### src/rtl/imem_loader.sv
// Streams a program into instruction memory over a byte valid/ready handshake, packing
// bytes big-endian into 32-bit words and holding the CPU in reset for the whole load.
module imem_loader #(
    parameter int ADDR_W = 5,
    parameter int DEPTH  = 32
) (
    input  logic              Clk,
    input  logic              Reset,
    input  logic              Start,
    input  logic [ADDR_W:0]   WordCount,
    input  logic [7:0]        ByteIn,
    input  logic              ByteValid,
    output logic              ByteReady,
    output logic              ImWe,
    output logic [ADDR_W-1:0] ImWAdr,
    output logic [31:0]       ImWData,
    output logic              CpuHold,
    output logic              Done,
    output logic              Err,
    output logic [31:0]       Checksum
);

    typedef enum logic [1:0] {IDLE, RECV, WRITE, DONE} state_t;

    localparam logic [ADDR_W:0] MAX_COUNT = (ADDR_W+1)'(DEPTH);
    localparam logic [ADDR_W:0] ONE       = (ADDR_W+1)'(1);

    state_t            state_reg, state_next;
    logic [ADDR_W:0]   count_reg;
    logic [ADDR_W-1:0] index_reg;
    logic [1:0]        byte_cnt_reg;
    logic [31:0]       word_reg;
    logic [31:0]       checksum_reg;
    logic              err_reg;

    logic idle_like, start_ok, start_bad, xfer, last_word;

    assign idle_like = (state_reg == IDLE) || (state_reg == DONE);
    assign start_ok  = idle_like && Start && (WordCount != '0) && (WordCount <= MAX_COUNT);
    assign start_bad = idle_like && Start && !((WordCount != '0) && (WordCount <= MAX_COUNT));
    assign xfer      = (state_reg == RECV) && ByteValid;
    assign last_word = ({1'b0, index_reg} == (count_reg - ONE));

    always_ff @(posedge Clk) begin
        if (!Reset) begin
            state_reg <= IDLE;
        end else begin
            state_reg <= state_next;
        end
    end

    always_comb begin
        state_next = state_reg;
        case (state_reg)
            IDLE, DONE: begin
                if (start_ok) begin
                    state_next = RECV;
                end else if (start_bad) begin
                    state_next = IDLE;
                end
            end
            RECV: begin
                if (xfer && (byte_cnt_reg == 2'd3)) begin
                    state_next = WRITE;
                end
            end
            WRITE: begin
                state_next = last_word ? DONE : RECV;
            end
            default: state_next = IDLE;
        endcase
    end

    always_comb begin
        ByteReady = (state_reg == RECV);
        ImWe      = (state_reg == WRITE);
        CpuHold   = (state_reg == RECV) || (state_reg == WRITE);
        Done      = (state_reg == DONE);
        Err       = err_reg;
        ImWAdr    = index_reg;
        ImWData   = word_reg;
        Checksum  = checksum_reg;
    end

    // Datapath: index and word register persist through DONE so the last write stays visible.
    always_ff @(posedge Clk) begin
        if (!Reset) begin
            count_reg    <= '0;
            index_reg    <= '0;
            byte_cnt_reg <= '0;
            word_reg     <= '0;
            checksum_reg <= '0;
            err_reg      <= 1'b0;
        end else begin
            if (start_ok) begin
                count_reg    <= WordCount;
                index_reg    <= '0;
                byte_cnt_reg <= '0;
                word_reg     <= '0;
                checksum_reg <= '0;
                err_reg      <= 1'b0;
            end else if (start_bad) begin
                err_reg <= 1'b1;
            end

            if (xfer) begin
                case (byte_cnt_reg)
                    2'd0:    word_reg[31:24] <= ByteIn;
                    2'd1:    word_reg[23:16] <= ByteIn;
                    2'd2:    word_reg[15:8]  <= ByteIn;
                    default: word_reg[7:0]   <= ByteIn;
                endcase
                byte_cnt_reg <= byte_cnt_reg + 2'd1;
            end

            if (state_reg == WRITE) begin
                checksum_reg <= checksum_reg + word_reg;
                if (!last_word) begin
                    index_reg <= index_reg + 1'b1;
                end
            end
        end
    end

endmodule

### config.mk
export PLATFORM = sky130hd
export DESIGN_NAME = imem_loader
export DESIGN_NICKNAME = d
export VERILOG_FILES = /design/src/rtl/imem_loader.sv
export SDC_FILE = /design/constraint.sdc
export NUM_CORES = 1
export LEC_CHECK = 0
export BUFFER_PORTS_ARGS = -buffer_cell sky130_fd_sc_hd__buf_2
export CAP_MARGIN = 40
export CORE_MARGIN = 10
export CORE_UTILIZATION = 50
export CTS_CLUSTER_DIAMETER = 40
export CTS_CLUSTER_SIZE = 28
export DETAILED_ROUTE_END_ITERATION = 16
export PLACE_DENSITY_LB_ADDON = 0.3
export SYNTH_ARGS = -nofsm -noshare
export SYNTH_HDL_FRONTEND = slang
export SYNTH_SLANG_ARGS = --single-unit
### constraint.sdc
create_clock -name Clk -period 6.07 [get_ports Clk]
set_input_delay 0.607 -clock Clk [delete_from_list [all_inputs] [get_ports Clk]]
set_output_delay 0.607 -clock Clk [all_outputs]
set_load 0.02 [all_outputs]
==> metrics.log, run 1 <==
INFO  metric cp.arrival = 2.91 ns
INFO  metric depth_of_the_worst_register_to_register_path = 12
INFO  metric num_vias = 4719
INFO  metric setup.worst_path.end_class = flop
INFO  metric cp-start-kind = flop
INFO  metric max_cap_viol_count = 0
INFO  metric slew_headroom = 57.7%
INFO  metric final_weighted_congestion_in_routability_driven_placement = 0.856
INFO  metric crit_path_top_delay_cell = sky130_fd_sc_hd__fa_1
INFO  metric starting_density = 51.8%
INFO  metric holdCritPathClass = flop to flop
INFO  metric drt-pass1-iter-count = 4
INFO  metric final_setup_violations = 0
INFO  metric die-area = 14600 um2
INFO  metric path_clk_slew = 0.08 ns
INFO  metric tritoncts_clock_tree = done
INFO  metric final_max_slew_viol_count = 0
INFO  metric layout_area_growth_over_synthesis = 14.1%
INFO  metric place.port_buffers = 91
INFO  metric drt-vias-per-instance = 5.64
INFO  metric worst_slew_pin_slew = 0.633 ns
INFO  metric layout.cells.most_common = sky130_fd_sc_hd__nand2_1
INFO  metric worstPathRequired = 6.29 ns
INFO  metric cts_htree_levels = 3
INFO  metric drt.antenna.violating_nets = 0
INFO  metric first_global_vias = 4590
INFO  metric fin_crit = 2.69 ns
INFO  metric clock_tree.root_cell = sky130_fd_sc_hd__clkbuf_8
INFO  metric grt_busiest_layer = met2
INFO  metric crit_type = flop to flop
INFO  metric postPlaceCellArea = 5600 um2
INFO  metric final_core_util = 59.1%
INFO  metric ir_drop = 161 uV
INFO  metric worst_hold_slack = 0.471 ns
INFO  metric cp_delay_by_family_top = compound AO/OA/AOI/OAI gates
INFO  metric n_antenna_cell = 0
INFO  metric use_met1 = 21.7%
INFO  metric worst_hold_startpoint = Checksum[31]$_SDFFE_PN0P_
INFO  metric layout.nets = 759
INFO  metric ctsLongestPathBuffers = 2
INFO  metric placed_cells_incl_taps = 821
INFO  metric syn_area_per_cell = 8.18 um2
INFO  metric grt_use_met3 = 4.75%
INFO  metric power = 1.04 mW
INFO  metric unrepaired_setup_endpoints_after_global_routing = no
INFO  metric top_level_ports = 92
INFO  metric floorplan.core_area = 9820 um2
INFO  metric hold_path_end = Checksum[31]$_SDFFE_PN0P_
INFO  metric worst_reg2reg_startpoint = ImWData[0]$_SDFF_PN0_
INFO  metric gr-usage-met2 = 31.5%
INFO  metric number_of_buffers_created_by_cts = 9
INFO  metric ys_seq_area_share = 31.5%
INFO  metric postSynthNetCount = 682
INFO  metric post_route_cells_drive_above_1_share = 19.1%
INFO  metric critical_path.n_buffers_inverters = 1
INFO  metric clock.fmax = 372 MHz
INFO  metric antenna_found_initial = 0
INFO  metric grt.total_usage = 18.1%
INFO  metric p_leak = 2.64 nW
INFO  metric synth_warnings = 0
INFO  metric route.detailed.drc = 0
INFO  metric wirelength = 13.4 mm
INFO  metric final_critical_path_setup_slack = 3.38 ns
INFO  metric syn_area = 5080 um2
INFO  metric die-height = 121 um
INFO  metric die_width = 121 um
INFO  metric rr_endpoint = Checksum[28]$_SDFFE_PN0P_
INFO  metric setup_total_negative_slack = 0 ns
INFO  metric yosys_register_bits = 80
INFO  metric ys_types = 74
INFO  metric synth_edf_count = 0
INFO  metric grt_start_max_net_pins = 59
INFO  metric cts_repair_resize_count = 0
INFO  metric ctsHoldBuffers = 0
INFO  metric reg2reg_slack = 3.38 ns
INFO  metric postCtsSetupBuffers = 0
INFO  metric clock_sink_count = 80
INFO  metric globalRoute.totalOverflow = 0
INFO  metric clock_latency = 0.35 ns
INFO  metric timing.clock.skew = 0.00799 ns
INFO  metric hold_depth = 2
INFO  metric crit_path_cell_count = 12
INFO  metric mostFrequentLayoutCells = sky130_fd_sc_hd__nand2_1, sky130_fd_sc_hd__buf_2, sky130_fd_sc_hd__dfxtp_1, sky130_fd_sc_hd__nand3_1, sky130_fd_sc_hd__ha_1
INFO  metric first_iter_violations = 231
INFO  metric final-instance-count-excl-fill = 836
INFO  metric crit_fanout = 4
INFO  metric grt_first_pass_wirelength = 22.3 mm
INFO  metric avg_wl_per_cell = 16.1 um
INFO  metric cp_cell_sequence = ha_1, inv_1, fa_1, nor2b_4, o31ai_4, a211oi_2, a21oi_2, o221ai_2, nor2_2, o311ai_1, xnor2_1, o21ai_1
INFO  metric post_route_cell_area = 5800 um2
INFO  metric post_synthesis_async_set_or_reset_flop_share = 0%
INFO  metric ys.flop_type = sky130_fd_sc_hd__dfxtp_1
INFO  metric pwr_density_cell = 180 nW/um2
INFO  metric cp_slowest_stage_delay = 0.43 ns
INFO  metric synthesis.instances = 622
INFO  metric fp-row-count = 36
INFO  metric timing.final.hold_violations = 0
INFO  metric status = complete, no violations
INFO  metric final.period_utilization = 44.3%
INFO  metric pre_cts_ws = 3.40 ns
INFO  metric hpwlAfterDp = 10.2 mm
## synthesized netlist by cell type (all sizes together), types with 7 or more instances
| cell type | n | area, um2 |
|---|---|---|
| nand3 | 46 | 235 |
| mux2i | 7 | 70.1 |
| dfxtp | 80 | 1600 |
| buf | 15 | 85.1 |
| clkbuf | 13 | 70.1 |
| o21a | 9 | 68.8 |
| a21o | 14 | 106 |
| xor2 | 14 | 123 |
| xnor2 | 14 | 123 |
| a21oi | 33 | 173 |
| and2 | 17 | 108 |
| nand2 | 93 | 349 |
| nor2 | 25 | 98.8 |
| nor2b | 16 | 108 |
| and3 | 14 | 90.1 |
| o21ai | 47 | 239 |
| ha | 41 | 513 |
| inv | 18 | 67.6 |
| a21boi | 39 | 293 |
## logic make-up after synthesis
group | synth area share (%)
adders and majority gates | 10.5
buffers and inverters | 4.60
and+or+nand+nor | 22.8
AOI/OAI and AO/OA | 24.4
DFF | 31.5
muxes | 1.38
xor gates and xnor gates | 4.82
## how the worst max path moves through the flow
stage / start / end / slack (ns)
finish: ImWData[0]$_SDFF_PN0_ / Checksum[28]$_SDFFE_PN0P_ / 3.38
global route: ImWData[1]$_SDFF_PN0_ / Checksum[29]$_SDFFE_PN0P_ / 3.20
CTS: ImWData[0]$_SDFF_PN0_ / Checksum[28]$_SDFFE_PN0P_ / 3.38
detailed placement: ImWData[0]$_SDFF_PN0_ / Checksum[28]$_SDFFE_PN0P_ / 3.40
global placement: WordCount[1] / Checksum[31]$_SDFFE_PN0P_ / 3.43
floorplan: Checksum[0]$_SDFFE_PN0P_ / Checksum[28]$_SDFFE_PN0P_ / 3.52
## worst min-delay path: stages, from the launching register on
cell and delay (ns):
sky130_fd_sc_hd__dfxtp_1 0.32, sky130_fd_sc_hd__inv_1 0.05, sky130_fd_sc_hd__o21ai_1 0.06
## where the power goes
part | switching, mW | internal [mW] | total [mW]
logic | 0.0573 | 0.0325 | 0.0898
registers | 0.00734 | 0.531 | 0.538
clock network | 0.193 | 0.222 | 0.415
total | 0.257 | 0.786 | 1.04
## final cells by class
class	count	area, um2
clock buffers	13	169
clock inverters	2	37.5
fillers	922	4020
inverters	18	67.6
multi-input cells	495	3250
flip-flops and latches	80	1600
well taps	133	166
repair buffers	95	505
## layer usage
layer,up-vias,share of wire (%),routed length (um)
li1,2359,-,-
met1,2226,45,5980
met2,124,49,6570
met3,10,5.7,767
met4,0,0.83,112
met5,-,0,0
Power figures use the tool's default switching activity.
==> inputs of run 2 (changes only) <==
==> constraint.sdc (replaced) <==
create_clock -name Clk -period 2.8 [get_ports Clk]
set_input_delay 0.28 -clock Clk [delete_from_list [all_inputs] [get_ports Clk]]
set_output_delay 0.28 -clock Clk [all_outputs]
set_load 0.02 [all_outputs]
==> run 2 against run 1 <==
  * Cell count up 0.24%
  * Combinational power up 110%
  * Worst hold slack got worse by 0.29 ns
  * Power is 110% higher
  * First-iteration DRC count up 32%
  * Count of clock-buffer cells in the layout grew 1
  * Via count increased by 0.19%
  * Die area unchanged
  * Clock power rose by 89%
  * Utilization is 0.32 points lower
  * Sequential share of layout area rose by 0.15 points
  * Non-clock buffer count increased by 1
  * Largest cell class unchanged
==> metrics.log, run 2 (synthesis results as in run 1) <==
INFO  metric avg_wl_per_cell = 16.6 um (+3.1%)
INFO  metric grt_start_max_net_pins = 59 (unchanged)
INFO  metric number_of_buffers_created_by_cts = 9 (unchanged)
INFO  metric worst_hold_slack = 0.184 ns (-0.287 ns)
INFO  metric cp_cell_sequence = ha_1, inv_1, fa_2, nor2b_4, o31ai_4, a211oi_2, a21oi_2, o221ai_2, o31a_2, a41oi_2, xor2_1, o21ai_1
INFO  metric layout.nets = 760 (+0.13%)
INFO  metric starting_density = 51.8% (unchanged)
INFO  metric top_level_ports = 92 (unchanged)
INFO  metric tritoncts_clock_tree = done
INFO  metric post_route_cell_area = 5770 um2 (-0.54%)
INFO  metric layout.cells.most_common = sky130_fd_sc_hd__nand2_1
INFO  metric status = complete, no violations
INFO  metric cp.arrival = 2.90 ns (about the same)
INFO  metric worst_slew_pin_slew = 0.819 ns (+0.186 ns)
INFO  metric mostFrequentLayoutCells = sky130_fd_sc_hd__nand2_1, sky130_fd_sc_hd__buf_2, sky130_fd_sc_hd__dfxtp_1, sky130_fd_sc_hd__nand3_1, sky130_fd_sc_hd__ha_1
INFO  metric setup.worst_path.end_class = flop
INFO  metric die_width = 121 um (unchanged)
INFO  metric floorplan.core_area = 9820 um2 (unchanged)
INFO  metric holdCritPathClass = input pin to flop
INFO  metric place.port_buffers = 91 (unchanged)
INFO  metric fin_crit = 2.66 ns (-0.0223 ns)
INFO  metric fp-row-count = 36 (unchanged)
INFO  metric timing.clock.skew = 0.0146 ns (+0.00659 ns)
INFO  metric worstPathRequired = 3.03 ns (-3.26 ns)
INFO  metric path_clk_slew = 0.08 ns (about the same)
INFO  metric combPwrFrac = 9.0% (+0.4 points)
INFO  metric postPlaceCellArea = 5590 um2 (-0.13%)
INFO  metric cell_internal_pwr = 1.57 mW (+100%)
INFO  metric drt.antenna.violating_nets = 0 (unchanged)
INFO  metric wirelength = 13.9 mm (+3.4%)
INFO  metric ir_drop = 233 uV (+45%)
INFO  metric cp_delay_by_family_top = compound AO/OA/AOI/OAI gates
INFO  metric cp-start-kind = flop
INFO  metric antenna_found_initial = 0 (unchanged)
INFO  metric die-height = 121 um (unchanged)
INFO  metric grt_first_pass_wirelength = 23.2 mm (+3.8%)
INFO  metric clock.fmax = 375 MHz (+0.84%)
INFO  metric final_weighted_congestion_in_routability_driven_placement = 0.895 (+4.5%)
INFO  metric clock_sink_count = 80 (unchanged)
INFO  metric cp_slowest_stage_delay = 0.39 ns (-0.04 ns)
INFO  metric num_vias = 4728 (+0.19%)
INFO  metric slew_headroom = 45.3% (-12 points)
INFO  metric crit_type = flop to flop
INFO  metric max_cap_viol_count = 0 (unchanged)
INFO  metric ctsHoldBuffers = 0 (unchanged)
INFO  metric reg2reg_slack = 0.14 ns (-3.25 ns)
INFO  metric pwr_density_cell = 371 nW/um2 (+110%)
INFO  metric n_antenna_cell = 0 (unchanged)
INFO  metric crit_fanout = 4 (unchanged)
INFO  metric globalRoute.totalOverflow = 0 (unchanged)
INFO  metric first_iter_violations = 305 (+32%)
INFO  metric final_max_slew_viol_count = 0 (unchanged)
INFO  metric clock_tree.root_cell = sky130_fd_sc_hd__clkbuf_8
INFO  metric proportion_of_total_power_due_to_net_switching = 26.7% (+2.0 points)
INFO  metric ctsLongestPathBuffers = 2 (unchanged)
INFO  metric p_leak = 2.63 nW (-0.44%)
INFO  metric drt-vias-per-instance = 5.64 (about the same)
INFO  metric first_global_vias = 4741 (+3.3%)
INFO  metric final.period_utilization = 95.2% (+51 points)
INFO  metric post_route_cells_drive_above_1_share = 19.1% (+0.088 points)
INFO  metric die-area = 14600 um2 (unchanged)
INFO  metric drt-pass1-iter-count = 5 (+1)
INFO  metric timing.final.hold_violations = 0 (unchanged)
INFO  metric clock_latency = 0.36 ns (about the same)
INFO  metric route.detailed.drc = 0 (unchanged)
INFO  metric critical_path.n_buffers_inverters = 1 (unchanged)
INFO  metric net-switching-power = 0.572 mW (+120%)
INFO  metric layout_area_growth_over_synthesis = 13.5%
INFO  metric final.fill_count = 922 (unchanged)
INFO  metric final_setup_violations = 0 (unchanged)
INFO  metric pwr-share-clk = 36.5% (-3.3 points)
INFO  metric cts_htree_levels = 3 (unchanged)
INFO  metric grt.total_usage = 19.0% (+0.88 points)
INFO  metric crit_path_top_delay_cell = sky130_fd_sc_hd__o31a_2
INFO  metric hpwlAfterDp = 10.4 mm (+2.3%)
INFO  metric sequential_fraction_of_design_power = 54.5% (+2.9 points)
==> run 2: changes by cell type in the layout (fill, tap and decap cells not counted), sizes merged <==
cell	delta
bufinv	-1
inv	+1
clkbuf	+1
buf	+1
clkinv	+1
clkinvlp	-1
==> run 2: per-layer routing <==
metal	routed length (um)	track usage [%]	up-vias
met5	0	0	-
met4	322	7.69	0
met3	898	5.58	27
met2	6460	30.7	127
met1	6210	23.1	2218
li1	-	-	2356
==> run 2: power by group through the flow <==
stage          Clock, mW  Combinational, mW  Sequential [mW]
2_1_floorplan          0              0.124             1.20
3_3_place_gp           0              0.188             1.19
3_5_place_dp           0              0.192             1.19
4_1_cts            0.799              0.194             1.17
5_1_grt            0.843              0.213             1.17
6_report           0.783              0.192             1.17
==> run 2: tightest hold or removal path, delay by kind of cell <==
| family | cells | cell delay [ns] |
|---|---|---|
| and+or+nand+nor | 1 | 0.10 |
| buffers and inverters | 1 | 0.08 |
| muxes | 1 | 0.05 |
==> run 2: final timing paths <==
check | start | endpoint | cells past startpoint
worst max-delay path | ImWData[0]$_SDFF_PN0_ | Checksum[30]$_SDFFE_PN0P_ | 12
worst min-delay path | WordCount[4] | count_reg[4]$_SDFFE_PN0P_ | 3
worst max register to register | ImWData[0]$_SDFF_PN0_ | Checksum[30]$_SDFFE_PN0P_ | 12
worst min register to register | Checksum[28]$_SDFFE_PN0P_ | Checksum[28]$_SDFFE_PN0P_ | 2
==> run 2: area by class of cell <==
class                      instances  area [um2]  area share (%)
multi-input combinational        495        3260            56.5
tap                              133         166            2.88
clock inverter                     2        13.8           0.239
sequential                        80        1600            27.8
timing repair buffer              96         505            8.76
clock buffer                      14         153            2.65
inverter                          18        67.6            1.17
==> run 2: through the flow <==
stage	setup WS (ns)	instances	power (mW)	TNS, ns	utilization, %
final	0.135	838	2.14	0	58.8
after global routing	-0.0176	838	2.23	-0.0176	58.8
after global placement	0.175	821	1.38	0	56.9
after floorplan	0.247	622	1.32	0	-
after detailed placement	0.119	821	1.39	0	56.9
after CTS	0.0901	837	2.16	0	58.6
==> run 2: what timing repair did <==
action / 4_1_cts / 5_1_grt
endpoints found under the setup margin: 0 / 4
resized for setup: 0 / 3
setup buffers: 0 / 1
==> inputs of run 3 (changes only) <==
--- a/config.mk
+++ b/config.mk
@@ -5,13 +5,14 @@
 export SDC_FILE = /design/constraint.sdc
 export NUM_CORES = 1
 export LEC_CHECK = 0
-export BUFFER_PORTS_ARGS = -buffer_cell sky130_fd_sc_hd__buf_2
 export CAP_MARGIN = 40
 export CORE_MARGIN = 10
 export CORE_UTILIZATION = 50
+export CTS_BUF_LIST = sky130_fd_sc_hd__clkbuf_8
 export CTS_CLUSTER_DIAMETER = 40
 export CTS_CLUSTER_SIZE = 28
 export DETAILED_ROUTE_END_ITERATION = 16
+export DONT_BUFFER_PORTS = 1
 export PLACE_DENSITY_LB_ADDON = 0.3
 export SYNTH_ARGS = -nofsm -noshare
 export SYNTH_HDL_FRONTEND = slang
==> run 3 against run 2 <==
  * Sequential power about the same
  * Worst hold slack lost 0.15 ns
  * Combinational power is 26% lower
==> metrics.log, run 3 (synthesis results as in run 1) <==
INFO  metric status = complete, no violations
INFO  metric n_antenna_cell = 0 (unchanged)
INFO  metric layout.nets = 706 (-7.1%)
INFO  metric crit_path_top_delay_cell = sky130_fd_sc_hd__o31a_2
INFO  metric route.detailed.drc = 0 (unchanged)
INFO  metric final-instance-count-excl-fill = 784 (-6.4%)
INFO  metric p_leak = 2.36 nW (-10%)
INFO  metric first_iter_violations = 327 (+7.2%)
INFO  metric die-area = 14600 um2 (unchanged)
INFO  metric place.port_buffers = 0 (-100%)
INFO  metric num_vias = 4566 (-3.4%)
INFO  metric top_level_ports = 92 (unchanged)
INFO  metric holdCritPathClass = input pin to flop
INFO  metric critical_path.n_buffers_inverters = 1 (unchanged)
INFO  metric ctsLongestPathBuffers = 2 (unchanged)
INFO  metric antenna_found_initial = 0 (unchanged)
INFO  metric die_width = 121 um (unchanged)
INFO  metric setup_total_negative_slack = 0 ns (unchanged)
INFO  metric wirelength = 14.0 mm (+0.55%)
INFO  metric avg_wl_per_cell = 17.8 um (+7.5%)
INFO  metric first_global_vias = 4359 (-8.1%)
INFO  metric tritoncts_clock_tree = done
INFO  metric cp_delay_by_family_top = compound AO/OA/AOI/OAI gates
INFO  metric final_core_util = 57.6% (-1.2 points)
INFO  metric setup.worst_path.end_class = flop
INFO  metric reg2reg_slack = 0.15 ns (about the same)
INFO  metric grt_start_max_net_pins = 66 (+12%)
INFO  metric max_cap_viol_count = 0 (unchanged)
INFO  metric cp-start-kind = flop
INFO  metric fin_crit = 2.65 ns (-0.0123 ns)
INFO  metric drt-vias-per-instance = 5.82 (+3.2%)
INFO  metric final_setup_violations = 0 (unchanged)
INFO  metric fp-row-count = 36 (unchanged)
INFO  metric drt.antenna.violating_nets = 0 (unchanged)
INFO  metric grt_first_pass_wirelength = 22.4 mm (-3.4%)
INFO  metric worst_slew_pin_slew = 0.826 ns (+0.00739 ns)
INFO  metric final_critical_path_setup_slack = 0.148 ns (+0.0123 ns)
INFO  metric hold_depth = 1 (-2)
INFO  metric clock_tree.root_cell = sky130_fd_sc_hd__clkbuf_8
INFO  metric final_weighted_congestion_in_routability_driven_placement = 0.921 (+2.9%)
INFO  metric placed_cells_incl_taps = 764 (-6.9%)
INFO  metric timing.clock.skew = 0.0145 ns (-0.0000692 ns)
INFO  metric cts_htree_levels = 3 (unchanged)
INFO  metric slew_headroom = 44.8% (-0.49 points)
INFO  metric worst_hold_slack = 0.0364 ns (-0.148 ns)
INFO  metric path_clk_slew = 0.09 ns (about the same)
INFO  metric drt-pass1-iter-count = 5 (unchanged)
INFO  metric pre_cts_ws = 0.113 ns (-0.00611 ns)
INFO  metric layout.cells.most_common = sky130_fd_sc_hd__nand2_1
INFO  metric hpwlAfterDp = 10.4 mm (+0.57%)
INFO  metric clock.fmax = 377 MHz (+0.46%)
INFO  metric cp.arrival = 2.89 ns (about the same)
INFO  metric worstPathRequired = 3.04 ns (about the same)
INFO  metric pwr_density_cell = 384 nW/um2 (+3.4%)
INFO  metric layout_area_growth_over_synthesis = 11.2%
INFO  metric ctsHoldBuffers = 0 (unchanged)
INFO  metric clock_sink_count = 80 (unchanged)
INFO  metric crit_type = flop to flop
INFO  metric crit_fanout = 4 (unchanged)
INFO  metric final_max_slew_viol_count = 0 (unchanged)
INFO  metric starting_density = 51.8% (unchanged)
INFO  metric rr_endpoint = Checksum[30]$_SDFFE_PN0P_
INFO  metric cp_slowest_stage_delay = 0.35 ns (-0.04 ns)
INFO  metric floorplan.core_area = 9820 um2 (unchanged)
INFO  metric final.period_utilization = 94.7% (-0.44 points)
INFO  metric depth_of_the_worst_register_to_register_path = 12 (unchanged)
INFO  metric ir_drop = 238 uV (+1.8%)
INFO  metric hold_path_end = Checksum[3]$_SDFFE_PN0P_
INFO  metric timing.final.hold_violations = 0 (unchanged)
INFO  metric clock_latency = 0.37 ns (about the same)
INFO  metric mostFrequentLayoutCells = sky130_fd_sc_hd__nand2_1, sky130_fd_sc_hd__dfxtp_1, sky130_fd_sc_hd__nand3_1, sky130_fd_sc_hd__buf_4, sky130_fd_sc_hd__ha_1
INFO  metric worst_hold_startpoint = Reset
INFO  metric die-height = 121 um (unchanged)
INFO  metric worst_reg2reg_startpoint = Checksum[0]$_SDFFE_PN0P_
INFO  metric post_route_cells_drive_above_1_share = 14.0% (-5.2 points)
INFO  metric cp_cell_sequence = ha_2, inv_1, fa_2, nor2b_4, o31ai_4, a211oi_2, a21oi_2, o221ai_2, o31a_2, a41oi_2, xor2_1, o21ai_1
INFO  metric globalRoute.totalOverflow = 0 (unchanged)
INFO  metric number_of_buffers_created_by_cts = 9 (unchanged)
INFO  metric grt.total_usage = 18.8% (-0.17 points)
[run 3: how the worst max path moves through the flow]
stage          slack [ns]                         to                     start  cells past startpoint
6_report             0.15  Checksum[30]$_SDFFE_PN0P_  Checksum[0]$_SDFFE_PN0P_                     12
5_1_grt            -0.005  Checksum[26]$_SDFFE_PN0P_     ImWData[0]$_SDFF_PN0_                     12
4_1_cts               0.1  Checksum[30]$_SDFFE_PN0P_     ImWData[0]$_SDFF_PN0_                     12
3_5_place_dp         0.11  Checksum[30]$_SDFFE_PN0P_     ImWData[0]$_SDFF_PN0_                     12
3_3_place_gp         0.18  Checksum[30]$_SDFFE_PN0P_     ImWData[0]$_SDFF_PN0_                     12
2_1_floorplan        0.25  Checksum[28]$_SDFFE_PN0P_  Checksum[0]$_SDFFE_PN0P_                     12
[run 3: power by group]
part	leakage [nW]	switching, mW	internal (mW)
clock network	0.0985	0.450	0.404
registers	0.646	0.0235	1.15
logic	1.62	0.0875	0.0542
total	2.36	0.561	1.61
[run 3: metrics by stage]
stage	cell area [um2]	power, mW
floorplan	5080	1.32
global route	5650	2.24
global placement	5390	1.34
detailed placement	5390	1.34
CTS	5570	2.18
finish	5650	2.17
[run 3: area by class of cell]
| class | count | area, um2 |
|---|---|---|
| multi-input cells | 495 | 3300 |
| flip-flops and latches | 80 | 1600 |
| fillers | 938 | 4170 |
| repair buffers | 42 | 328 |
| clock buffers | 9 | 124 |
| well taps | 133 | 166 |
| clock inverters | 7 | 62.6 |
| inverters | 18 | 67.6 |
[run 3: layer usage]
metal  routed length [um]  vias up  global-route usage, %  part of all wire, %
met5                    0        -                      0                    0
met4                  289        0                   6.49                  2.1
met3                 1400       22                   7.21                   10
met2                 6440      146                   30.6                   46
met1                 5830     2144                   22.2                   42
li1                     -     2254                      -                    -
[run 3: timing repair]
action,CTS,global route
setup endpoints to repair,0,5
resized for setup,0,10
buffers inserted,0,4
